<file path="config.mk">
export PLATFORM = sky130hd
export DESIGN_NAME = axis_demux
export DESIGN_NICKNAME = d
export VERILOG_FILES = /design/src/rtl/axis_demux.sv
export SDC_FILE = /design/constraint.sdc
export NUM_CORES = 1
export LEC_CHECK = 0
export BUFFER_PORTS_ARGS = -buffer_cell sky130_fd_sc_hd__buf_2
export CORE_MARGIN = 4
export CORE_UTILIZATION = 45
export DETAILED_ROUTE_END_ITERATION = 10
export PLACE_DENSITY = 0.76
export REMOVE_ABC_BUFFERS = 1
export SYNTH_ARGS = -nofsm -noshare
export SYNTH_HDL_FRONTEND = slang
export SYNTH_SLANG_ARGS = --single-unit
export TNS_END_PERCENT = 10
</file>
<file path="constraint.sdc">
create_clock -name clk -period 1.84 [get_ports clk]
set_input_delay 0.368 -clock clk [delete_from_list [all_inputs] [get_ports clk]]
set_output_delay 0.368 -clock clk [all_outputs]
set_load 0.005 [all_outputs]
</file>
<file path="src/rtl/axis_demux.sv">
// axis_demux: 1-to-2 AXI-stream packet demultiplexer.
//
// The destination is taken from `sel` on the first beat of a packet and held
// until that packet's tlast beat is accepted. Each output has a one-entry
// register stage that supports a simultaneous drain and load, so a stream runs
// at one beat per cycle.
//
// Optional feature: define AXIS_DEMUX_PKT_CNT_EN to add the per-output packet
// counters pkt_count_0/pkt_count_1 (completed tlast handshakes, wrapping).
//
// Ports:
//   clk, reset                    clock, synchronous active-high reset
//   sel                           destination select (first beat only)
//   input_t{data,valid,ready,last} input stream
//   output_t{data,valid,ready,last}_0/_1  output streams 0 and 1
//   pkt_count_0/_1                packet counters (AXIS_DEMUX_PKT_CNT_EN only)

module axis_demux #(
  parameter int unsigned DATA_WIDTH = 8,
  parameter int unsigned CNT_WIDTH  = 16
) (
  input  logic                  clk,
  input  logic                  reset,
  input  logic                  sel,
  input  logic [DATA_WIDTH-1:0] input_tdata,
  input  logic                  input_tvalid,
  output logic                  input_tready,
  input  logic                  input_tlast,
  output logic [DATA_WIDTH-1:0] output_tdata_0,
  output logic                  output_tvalid_0,
  input  logic                  output_tready_0,
  output logic                  output_tlast_0,
  output logic [DATA_WIDTH-1:0] output_tdata_1,
  output logic                  output_tvalid_1,
  input  logic                  output_tready_1,
  output logic                  output_tlast_1
`ifdef AXIS_DEMUX_PKT_CNT_EN
  ,
  output logic [CNT_WIDTH-1:0]  pkt_count_0,
  output logic [CNT_WIDTH-1:0]  pkt_count_1
`endif
);

  localparam logic [1:0] StIdle  = 2'd0;
  localparam logic [1:0] StBusy0 = 2'd1;
  localparam logic [1:0] StBusy1 = 2'd2;

  logic [1:0]            state_q, state_d;
  logic                  route;
  logic                  accept;
  logic                  load_0, load_1;

  logic                  vld_0_q, vld_0_d, vld_1_q, vld_1_d;
  logic                  last_0_q, last_0_d, last_1_q, last_1_d;
  logic [DATA_WIDTH-1:0] data_0_q, data_0_d, data_1_q, data_1_d;

  // In IDLE the route follows sel directly; inside a packet it is locked.
  always_comb begin
    unique case (state_q)
      StBusy0: route = 1'b0;
      StBusy1: route = 1'b1;
      default: route = sel;
    endcase
  end

  // Only the routed output's register matters for acceptance.
  always_comb begin
    if (route) input_tready = !vld_1_q || output_tready_1;
    else       input_tready = !vld_0_q || output_tready_0;
  end

  assign accept = input_tvalid && input_tready;
  assign load_0 = accept && !route;
  assign load_1 = accept && route;

  always_comb begin
    state_d = state_q;
    if (accept) begin
      if (input_tlast)          state_d = StIdle;
      else if (state_q == StIdle) state_d = route ? StBusy1 : StBusy0;
    end
  end

  // Output registers: a load wins over a drain, so drain+load replaces in place.
  always_comb begin
    vld_0_d  = vld_0_q;
    last_0_d = last_0_q;
    data_0_d = data_0_q;
    if (load_0) begin
      vld_0_d  = 1'b1;
      last_0_d = input_tlast;
      data_0_d = input_tdata;
    end else if (output_tready_0) begin
      vld_0_d  = 1'b0;
    end
  end

  always_comb begin
    vld_1_d  = vld_1_q;
    last_1_d = last_1_q;
    data_1_d = data_1_q;
    if (load_1) begin
      vld_1_d  = 1'b1;
      last_1_d = input_tlast;
      data_1_d = input_tdata;
    end else if (output_tready_1) begin
      vld_1_d  = 1'b0;
    end
  end

  always_ff @(posedge clk) begin
    if (reset) begin
      state_q  <= StIdle;
      vld_0_q  <= 1'b0;
      last_0_q <= 1'b0;
      data_0_q <= '0;
      vld_1_q  <= 1'b0;
      last_1_q <= 1'b0;
      data_1_q <= '0;
    end else begin
      state_q  <= state_d;
      vld_0_q  <= vld_0_d;
      last_0_q <= last_0_d;
      data_0_q <= data_0_d;
      vld_1_q  <= vld_1_d;
      last_1_q <= last_1_d;
      data_1_q <= data_1_d;
    end
  end

  assign output_tdata_0  = data_0_q;
  assign output_tvalid_0 = vld_0_q;
  assign output_tlast_0  = last_0_q;
  assign output_tdata_1  = data_1_q;
  assign output_tvalid_1 = vld_1_q;
  assign output_tlast_1  = last_1_q;

`ifdef AXIS_DEMUX_PKT_CNT_EN
  localparam logic [CNT_WIDTH-1:0] CntOne = {{(CNT_WIDTH-1){1'b0}}, 1'b1};

  logic [CNT_WIDTH-1:0] cnt_0_q, cnt_0_d, cnt_1_q, cnt_1_d;

  always_comb begin
    cnt_0_d = cnt_0_q;
    cnt_1_d = cnt_1_q;
    if (vld_0_q && output_tready_0 && last_0_q) cnt_0_d = cnt_0_q + CntOne;
    if (vld_1_q && output_tready_1 && last_1_q) cnt_1_d = cnt_1_q + CntOne;
  end

  always_ff @(posedge clk) begin
    if (reset) begin
      cnt_0_q <= '0;
      cnt_1_q <= '0;
    end else begin
      cnt_0_q <= cnt_0_d;
      cnt_1_q <= cnt_1_d;
    end
  end

  assign pkt_count_0 = cnt_0_q;
  assign pkt_count_1 = cnt_1_q;
`else
  // Packet counters not built.
`endif

endmodule

</file>
Yosys cells after proc, flatten, opt, wreduce, memory -nomap -nowiden
Cells that the tools add are included.
{"block": "op_classes", "addsub": 0, "n_mul": 0, "div_mod_pow": 0, "magnitude_cmp": 0, "eq_ne": 2, "n_shift": 0, "muxes": 9, "bitwise": 0, "n_reduce_logical": 13}
{"cell": "2-bit 2-to-1 mux", "n": 3}
{"cell": "2-bit nonzero test", "n": 3}
{"cell": "1-bit 2-to-1 mux", "n": 5}
{"cell": "1-bit logical AND", "n": 3}
{"cell": "1-bit logical NOT", "n": 3}
{"cell": "2-bit by 1-bit == test with 1-bit output (second input constant)", "n": 1}
{"cell": "2-bit == test (second input constant)", "n": 1}
{"cell": "2-bit logical NOT", "n": 1}
{"cell": "1-bit logical OR", "n": 2}
{"cell": "1-bit case mux with 2 select lines", "n": 1}
{"cell": "2-bit AND reduction", "n": 1}
{"block": "word_totals", "reg_bits": 22, "latchBits": 0, "ramBits": 0, "rom_bits": 0, "input_bits": 15, "out_inout_bits": 21, "wordCells": 31, "n_memories": 0}

Depth between registers and ports, before layout
Gate-level depths: netlist of run 1.
{"block": "depth", "depth_word": 6, "ltp_mapped": 7, "ltp_nobuf": 6}

Least setup slack after synthesis of run 1
OpenSTA, ideal clock, no wires.
{"block": "synth_timing", "path_kind": "flip-flop to flip-flop", "from": "register state_q[1]", "to": "register state_q[0]", "setup_ns": 0.092, "arrival_time_ns": 1.546, "required_time_ns": 1.748, "slack_ns": 0.201, "path_stages_with_launch": 7, "path_buffers": 0, "synth_period_minus_slack_ns": 1.639, "cell_sequence": "dfxtp_1 -> inv_1 -> ha_1 -> mux2i_1 -> mux2_4 -> o211a_1 -> o32ai_1"}
{"block": "synth_between", "elab_chain_len": 5, "word_cells_on_any_way": 11, "cone_classes": "2 x eq/ne; 5 x mux; 4 x reduce/logical"}
{"item": "from (decl)", "line": "48", "source": "logic [1:0] state_q, state_d;"}
{"item": "from (signal assigned)", "line": "113", "source": "state_q <= StIdle;"}
{"item": "from (signal assigned)", "line": "121", "source": "state_q <= state_d;"}
{"item": "2-bit == test or 2-bit by 1-bit == test with 1-bit output (tied branches)", "line": "59", "source": "unique case (state_q)"}
{"item": "1-bit case mux with 2 select lines (*)", "line": "59"}
{"item": "1-bit 2-to-1 mux (*)", "line": "68", "source": "if (route) input_tready = !vld_1_q || output_tready_1;"}
{"item": "net input_tready", "line": "27", "source": "output logic input_tready,"}
{"item": "1-bit logical AND (*)", "line": "72", "source": "assign accept = input_tvalid && input_tready;"}
{"item": "2-bit AND reduction (no source line) (*)"}
The timed path passes the listed nets; every way through them passes the cells marked *. The select of a mux whose other input is x is not followed.
A chain may end at the register's enable or synchronous reset.

Worst setup path after layout of run 1
{"block": "layout_timing", "from": "register state_q[1]", "to": "output input_tready"}
{"block": "layout_between", "elab_chain_len": 3, "word_cells_on_any_way": 4, "cone_classes": "2 x eq/ne; 2 x mux"}
{"item": "2-bit == test or 2-bit by 1-bit == test with 1-bit output (tied branches)", "line": "59"}
{"item": "1-bit case mux with 2 select lines (*)", "line": "59"}
{"item": "1-bit 2-to-1 mux (*)", "line": "68"}
{"item": "to (decl)", "line": "27"}
Mark *: on every way between the ends. The rest lies on a longest branch, timed or not.

==> results of run 1 <==
==> per-stage QoR <==
stage          util [%]  cell area [µm²]
3_3_place_gp       60.6             1060
4_1_cts            64.2             1120
5_1_grt            65.4             1140
3_5_place_dp       60.6             1060
6_report           65.4             1140
2_1_floorplan         -              817
==> synthesized netlist by cell type <==
| cell | n |
|---|---|
| a21oi_1 | 2 |
| buf_4 | 1 |
| buf_6 | 1 |
| clkbuf_1 | 2 |
| dfxtp_1 | 22 |
| ha_1 | 2 |
| inv_1 | 2 |
| mux2_4 | 1 |
| mux2i_1 | 19 |
| nand2b_1 | 2 |
| nand3_1 | 1 |
| nand3b_1 | 1 |
| nor2_1 | 18 |
| o211a_1 | 1 |
| o32ai_1 | 2 |
| or3b_2 | 1 |
==> registers in the layout (all words and copies together) (netlist names) <==
signal / cells
output_tvalid_1: 1
output_tdata_0: 8
output_tvalid_0: 1
output_tlast_0: 1
output_tdata_1: 8
output_tlast_1: 1
state_q: 2
==> timing repair <==
action | in CTS | in global routing
buffers inserted | 2 | 1
hold buffers | 0 | 0
endpoints found under the hold margin | 0 | 0
pin swaps | 1 | 1
resized for setup | 7 | 2
endpoints found under the setup margin | 1 | 3
==> logic make-up (layout without fill, tap and decap cells) <==
| kind of cell | after synthesis | count (layout) | share of synthesized area [%] |
|---|---|---|---|
| and+or+nand+nor | 23 | 23 | 12.0 |
| AOI/OAI and AO/OA | 5 | 5 | 4.45 |
| muxes | 20 | 20 | 24.3 |
| buffers and inverters | 6 | 46 | 4.01 |
| DFF | 22 | 22 | 52.2 |
| adders and majority gates | 2 | 2 | 2.97 |
==> report_power, final <==
group	total [mW]	switching, mW	internal (mW)	leakage [nW]
Clock	0.202	0.126	0.0760	0.0138
Combinational	0.182	0.0810	0.101	0.431
Sequential	0.520	0.0135	0.506	0.181
Total	0.903	0.220	0.683	0.626
==> worst max-delay path: stages (launching register included) <==
cell     delay (ps)
dfxtp_2         350
inv_2            50
ha_4            280
mux2i_4         240
mux2_4          330
buf_6           120
==> final cells by class <==
cell class	instances	area (µm²)
clock buffer	3	22.5
fill	152	604
inverter	2	7.51
timing repair buffer	41	243
multi-input combinational	50	394
sequential	22	443
tap	25	31.3
==> worst paths after layout <==
kind | startpoint | to | slack (ps) | cells after the start
min | input_tdata[1] | output_tdata_1[1] | 320 | 3
max reg2reg | state_q[1] | state_q[1] | 20 | 7
max | state_q[1] | input_tready | -170 | 5
min reg2reg | output_tdata_1[1] | output_tdata_1[1] | 500 | 2
==> layer usage <==
layer,routed length [µm],global-route usage [%]
met4,22,6.55
met1,728,18.7
met2,846,26.0
met3,191,6.41
met5,0,0
==> summary.md, run 1 <==
| Metric | Value |
|---|---|
| DR WL/cell | `around 13 µm` |
| Unique cell type count in the Yosys netlist | `16` |
| Hold_ws | `between 300 and 400 ps` |
| DRT Pass-1 Iters | `4` |
| Die width | `51.3 µm` |
| Slew HR | `between 80% and 90%` |
| Clock tree buffer depth | `2` |
| Die area | `2630 µm²` |
| H-Tree Depth | `1` |
| RSZ-0062 raised after global routing | `yes` |
| Initial antenna violation count | `0` |
| Filler-free cell count of the finished design | `about 140` |
| Worst-Margin Slew | `roughly 220 ps` |
| Fin Setup TNS | `-170 ps` |
| Worst-path fanout max | `2` |
| Ant. Diodes | `0` |
| I/O Buffers | `35` |
| Leakage Power | `between 0.6 and 0.7 nW` |
| Row count | `15` |
| Via count | `about 700` |
| Initial DRC count | `12` |
| Clk pin slew, worst setup/hold paths | `~110 ps` |
| Crit path capture type | `output port` |
| Final worst slack | `-170 ps` |
| Status | `finished, violations left` |
| Pre-CTS WS | `a little over 60 ps` |
| Global-route wire length before repair | `3130 µm` |
| Syn-to-layout area delta | `35.3%` |
| Largest net degree at the start of global routing | `23` |
| Core box area | `~1700 µm²` |
| Most common cell after layout, fill and taps aside | `buf_2` |
| Placed Cells | `approximately 140` |
| Clk_lat worst skew | `290 ps` |
| Worst Clk Skew | `3.31 ps` |
| Most frequent cells in the layout | `buf_2, dfxtp_1, mux2i_1, nor2_1, buf_4` |
| Mapped Cells | `78` |
| WP data required | `about 1500 ps` |
| DIE HEIGHT | `between 50 and 60 µm` |
| Sequential area share after synthesis | `roughly 52%` |
| Fmax | `between 400 and 500 MHz` |
| CTS Sinks | `22` |
| Crit path launch type | `register` |
| Root buffer cell | `clkbuf_4` |
| Period minus WS final | `about 2000 ps` |
| FF+latch count, synth | `22` |
| Warnings, synthesis | `0` |
| Synth top area share | `between 50% and 60%` |
| Post-DP HPWL | `about 1300 µm` |
| Post-route DRC | `0` |
| Syn Area/Cell | `roughly 11 µm²` |
| Tcrit/Tclk final | `109%` |
| GPL Wtd Cong | `0.725` |
| CP arrival | `approximately 1600 ps` |
| Via/cell ratio | `just under 5` |
| Post-Route WL | `roughly 1800 µm` |
| Area contributors post-synth | `dfxtp_1, mux2i_1, nor2_1` |
| Violated checks | `setup timing` |
| Synth Cell Area | `roughly 840 µm²` |
| Initial core utilization | `48.3%` |
| Hold Path Class | `input port to register` |
| PwrDens | `between 700 and 800 nW/µm²` |
| Tot GR Track Use | `between 10% and 20%` |
| Grt total ovfl | `0` |
| Maximum VDD drop | `around 0.62 mV` |
| Fin. Hold Viols | `0` |
| Synth area leader | `dfxtp_1` |
| CTS tree | `built` |
| Final setup vio count | `1` |
| Slew Limit Fails | `0` |
| Vias in the first global route | `around 700` |
| Routed Antenna Nets | `0` |
| Final nets | `137` |
| CTS buffer count | `3` |
| I/O pin total | `36` |
| Worst setup path category | `register to output port` |
| Pwr Total | `about 0.9 mW` |
| Ratio of cells with drive above 1 in the final layout | `44.1%` |
| Max-Cap Viols | `0` |
(Power assumes the default switching activity.)
==> run 2: changes to the inputs <==
- CAP_MARGIN: unset -> 5
- CORE_UTILIZATION: 45 -> 48
- CTS_BUF_LIST: unset -> sky130_fd_sc_hd__clkbuf_8
- PLACE_DENSITY: 0.76 -> 0.8
==> run 2 against run 1 <==
  * The run still ends with setup timing left
  * Combinational power about the same
  * Clock skew about the same
  * Sequential share of layout area decreased by 0.085 points
  * Power increased by 8.7%
  * Critical endpoint unchanged
  * Largest power group unchanged
==> summary.md, run 2 (synthesized netlist as in run 1, its figures left out) <==
| Metric | Value |
|---|---|
| Post-route DRC | `0 (unchanged)` |
| Row count | `14 (-1)` |
| RSZ-0062 raised after global routing | `yes` |
| Worst-path fanout max | `2 (unchanged)` |
| Clock tree buffer depth | `2 (unchanged)` |
| CTS Sinks | `22 (unchanged)` |
| CTS tree | `built` |
| GPL Wtd Cong | `0.805 (+11%)` |
| Core Util, Final | `72.5% (+7.2 points)` |
| Fmax | `510 MHz (+2.5%)` |
| Filler-free cell count of the finished design | `135 (-5.6%)` |
| I/O pin total | `36 (unchanged)` |
| Largest net degree at the start of global routing | `23 (unchanged)` |
| Die width | `49.9 µm (-2.7%)` |
| Violated checks | `setup timing` |
| Ant. Diodes | `0 (unchanged)` |
| Tcrit/Tclk final | `107% (-2.7 points)` |
| Via count | `718 (+2.7%)` |
| Crit path capture type | `output port` |
| Met3 Track Usage GR | `5.72% (-0.69 points)` |
| Via/cell ratio | `5.32 (+8.8%)` |
| Status | `finished, violations left` |
| Initial core utilization | `53.5% (+5.2 points)` |
| Core box area | `1580 µm² (-9.7%)` |
| Crit path launch type | `register` |
| Initial antenna violation count | `0 (unchanged)` |
| Global Route met2 Usage | `28.6% (+2.7 points)` |
| Final worst slack | `-121 ps (+49.5 ps)` |
| Most common cell after layout, fill and taps aside | `buf_2` |
| Clk_lat worst skew | `250 ps (-40 ps)` |
| Clk pin slew, worst setup/hold paths | `70 ps (-40 ps)` |
| Syn-to-layout area delta | `35.6%` |
| Worst setup path category | `register to output port` |
| Placed Cells | `130 (-5.1%)` |
| Ratio of cells with drive above 1 in the final layout | `44.5% (+0.47 points)` |
| Global-route track usage on met1 | `20.1% (+1.4 points)` |
| Initial DRC count | `8 (-4)` |
| Die area | `2490 µm² (-5.3%)` |
| Hold Path Class | `input port to register` |
| Maximum VDD drop | `0.677 mV (+9.1%)` |
| Grt total ovfl | `0 (unchanged)` |
| Root buffer cell | `clkbuf_8` |
| Hold_buf cts | `0 (unchanged)` |
| Final setup vio count | `1 (unchanged)` |
| CP arrival | `1590 ps (-50 ps)` |
| Worst-Margin Slew | `216 ps (-7.39 ps)` |
| H-Tree Depth | `1 (unchanged)` |
| DRT Pass-1 Iters | `4 (unchanged)` |
| Fin. Hold Viols | `0 (unchanged)` |
| Global-route wire length before repair | `3290 µm (+5.1%)` |
| Vias in the first global route | `732 (+4.7%)` |
| DIE HEIGHT | `49.9 µm (-2.7%)` |
| WP data required | `1470 ps (about the same)` |
| I/O Buffers | `35 (unchanged)` |
| GRT Max-Usage Layer | `met2` |
| Max-Cap Viols | `0 (unchanged)` |
| Final nets | `138 (+0.73%)` |
| Most frequent cells in the layout | `buf_2, dfxtp_1, mux2i_1, nor2_1, buf_4` |
| Routed Antenna Nets | `0 (unchanged)` |
| Post-DP HPWL | `1310 µm (+4.6%)` |
| Worst Clk Skew | `3.64 ps (+0.330 ps)` |
| Leakage Power | `0.633 nW (+1.1%)` |
| Slew Limit Fails | `0 (unchanged)` |
| Period minus WS final | `1960 ps (-49.5 ps)` |
| PwrDens | `859 nW/µm² (+8.5%)` |
| Post-Route WL | `1910 µm (+7.0%)` |
| CTS buffer count | `3 (unchanged)` |
| Slew HR | `85.6% (+0.49 points)` |
| DR WL/cell | `14.2 µm (+13%)` |
| Tot GR Track Use | `16.8% (+0.83 points)` |
==> run 2: layout make-up <==
class	instances	area [µm²]
flip-flops and latches	22	443
repair buffers	42	238
clock buffers	3	41.3
well taps	16	20.0
fillers	126	433
multi-input cells	50	394
inverters	2	7.51
==> run 2: routing by layer <==
metal	up-vias	share of wire, %
li1	347	-
met1	343	43
met2	28	49
met3	0	8.0
met4	0	0
met5	-	0
==> run 2: timing repair <==
item	CTS	global route
buffers inserted	1	1
pin swaps	1	0
setup endpoints to repair	1	2
gates resized for setup	6	3
==> run 2: worst paths after layout <==
check                                       start                 to  slack [ps]  cells past startpoint
worst max-delay path                   state_q[1]       input_tready        -120                      5
worst min-delay path               input_tdata[1]  output_tdata_1[1]         360                      3
worst max register to register         state_q[1]  output_tdata_1[5]          10                      9
worst min register to register  output_tdata_0[4]  output_tdata_0[4]         490                      2
==> run 2: stage by stage <==
| step | power (mW) | hold slack (ps) | setup TNS [ps] | cell area, µm² | setup WS [ps] |
|---|---|---|---|---|---|
| final | 0.982 | 362 | -121 | 1140 | -121 |
| after global routing | 1.03 | 372 | -288 | 1140 | -152 |
| after CTS | 0.979 | 359 | -113 | 1120 | -113 |
| after detailed placement | 0.688 | 480 | 0 | 1050 | 44.6 |
| after global placement | 0.684 | 472 | 0 | 1050 | 94.7 |
| after floorplan | 0.611 | 437 | 0 | 817 | 102 |
==> run 2: worst max-delay path, stage by stage (launching register included) <==
cell,delay (ps)
dfxtp_2,340
inv_2,50
ha_4,270
mux2i_4,240
mux2_4,330
buf_6,120
==> run 2: where the power goes <==
part / internal, mW / total (mW) / switching [mW]
logic: 0.0989 / 0.182 / 0.0828
clock network: 0.145 / 0.279 / 0.134
registers: 0.506 / 0.521 / 0.0145
total: 0.751 / 0.982 / 0.231
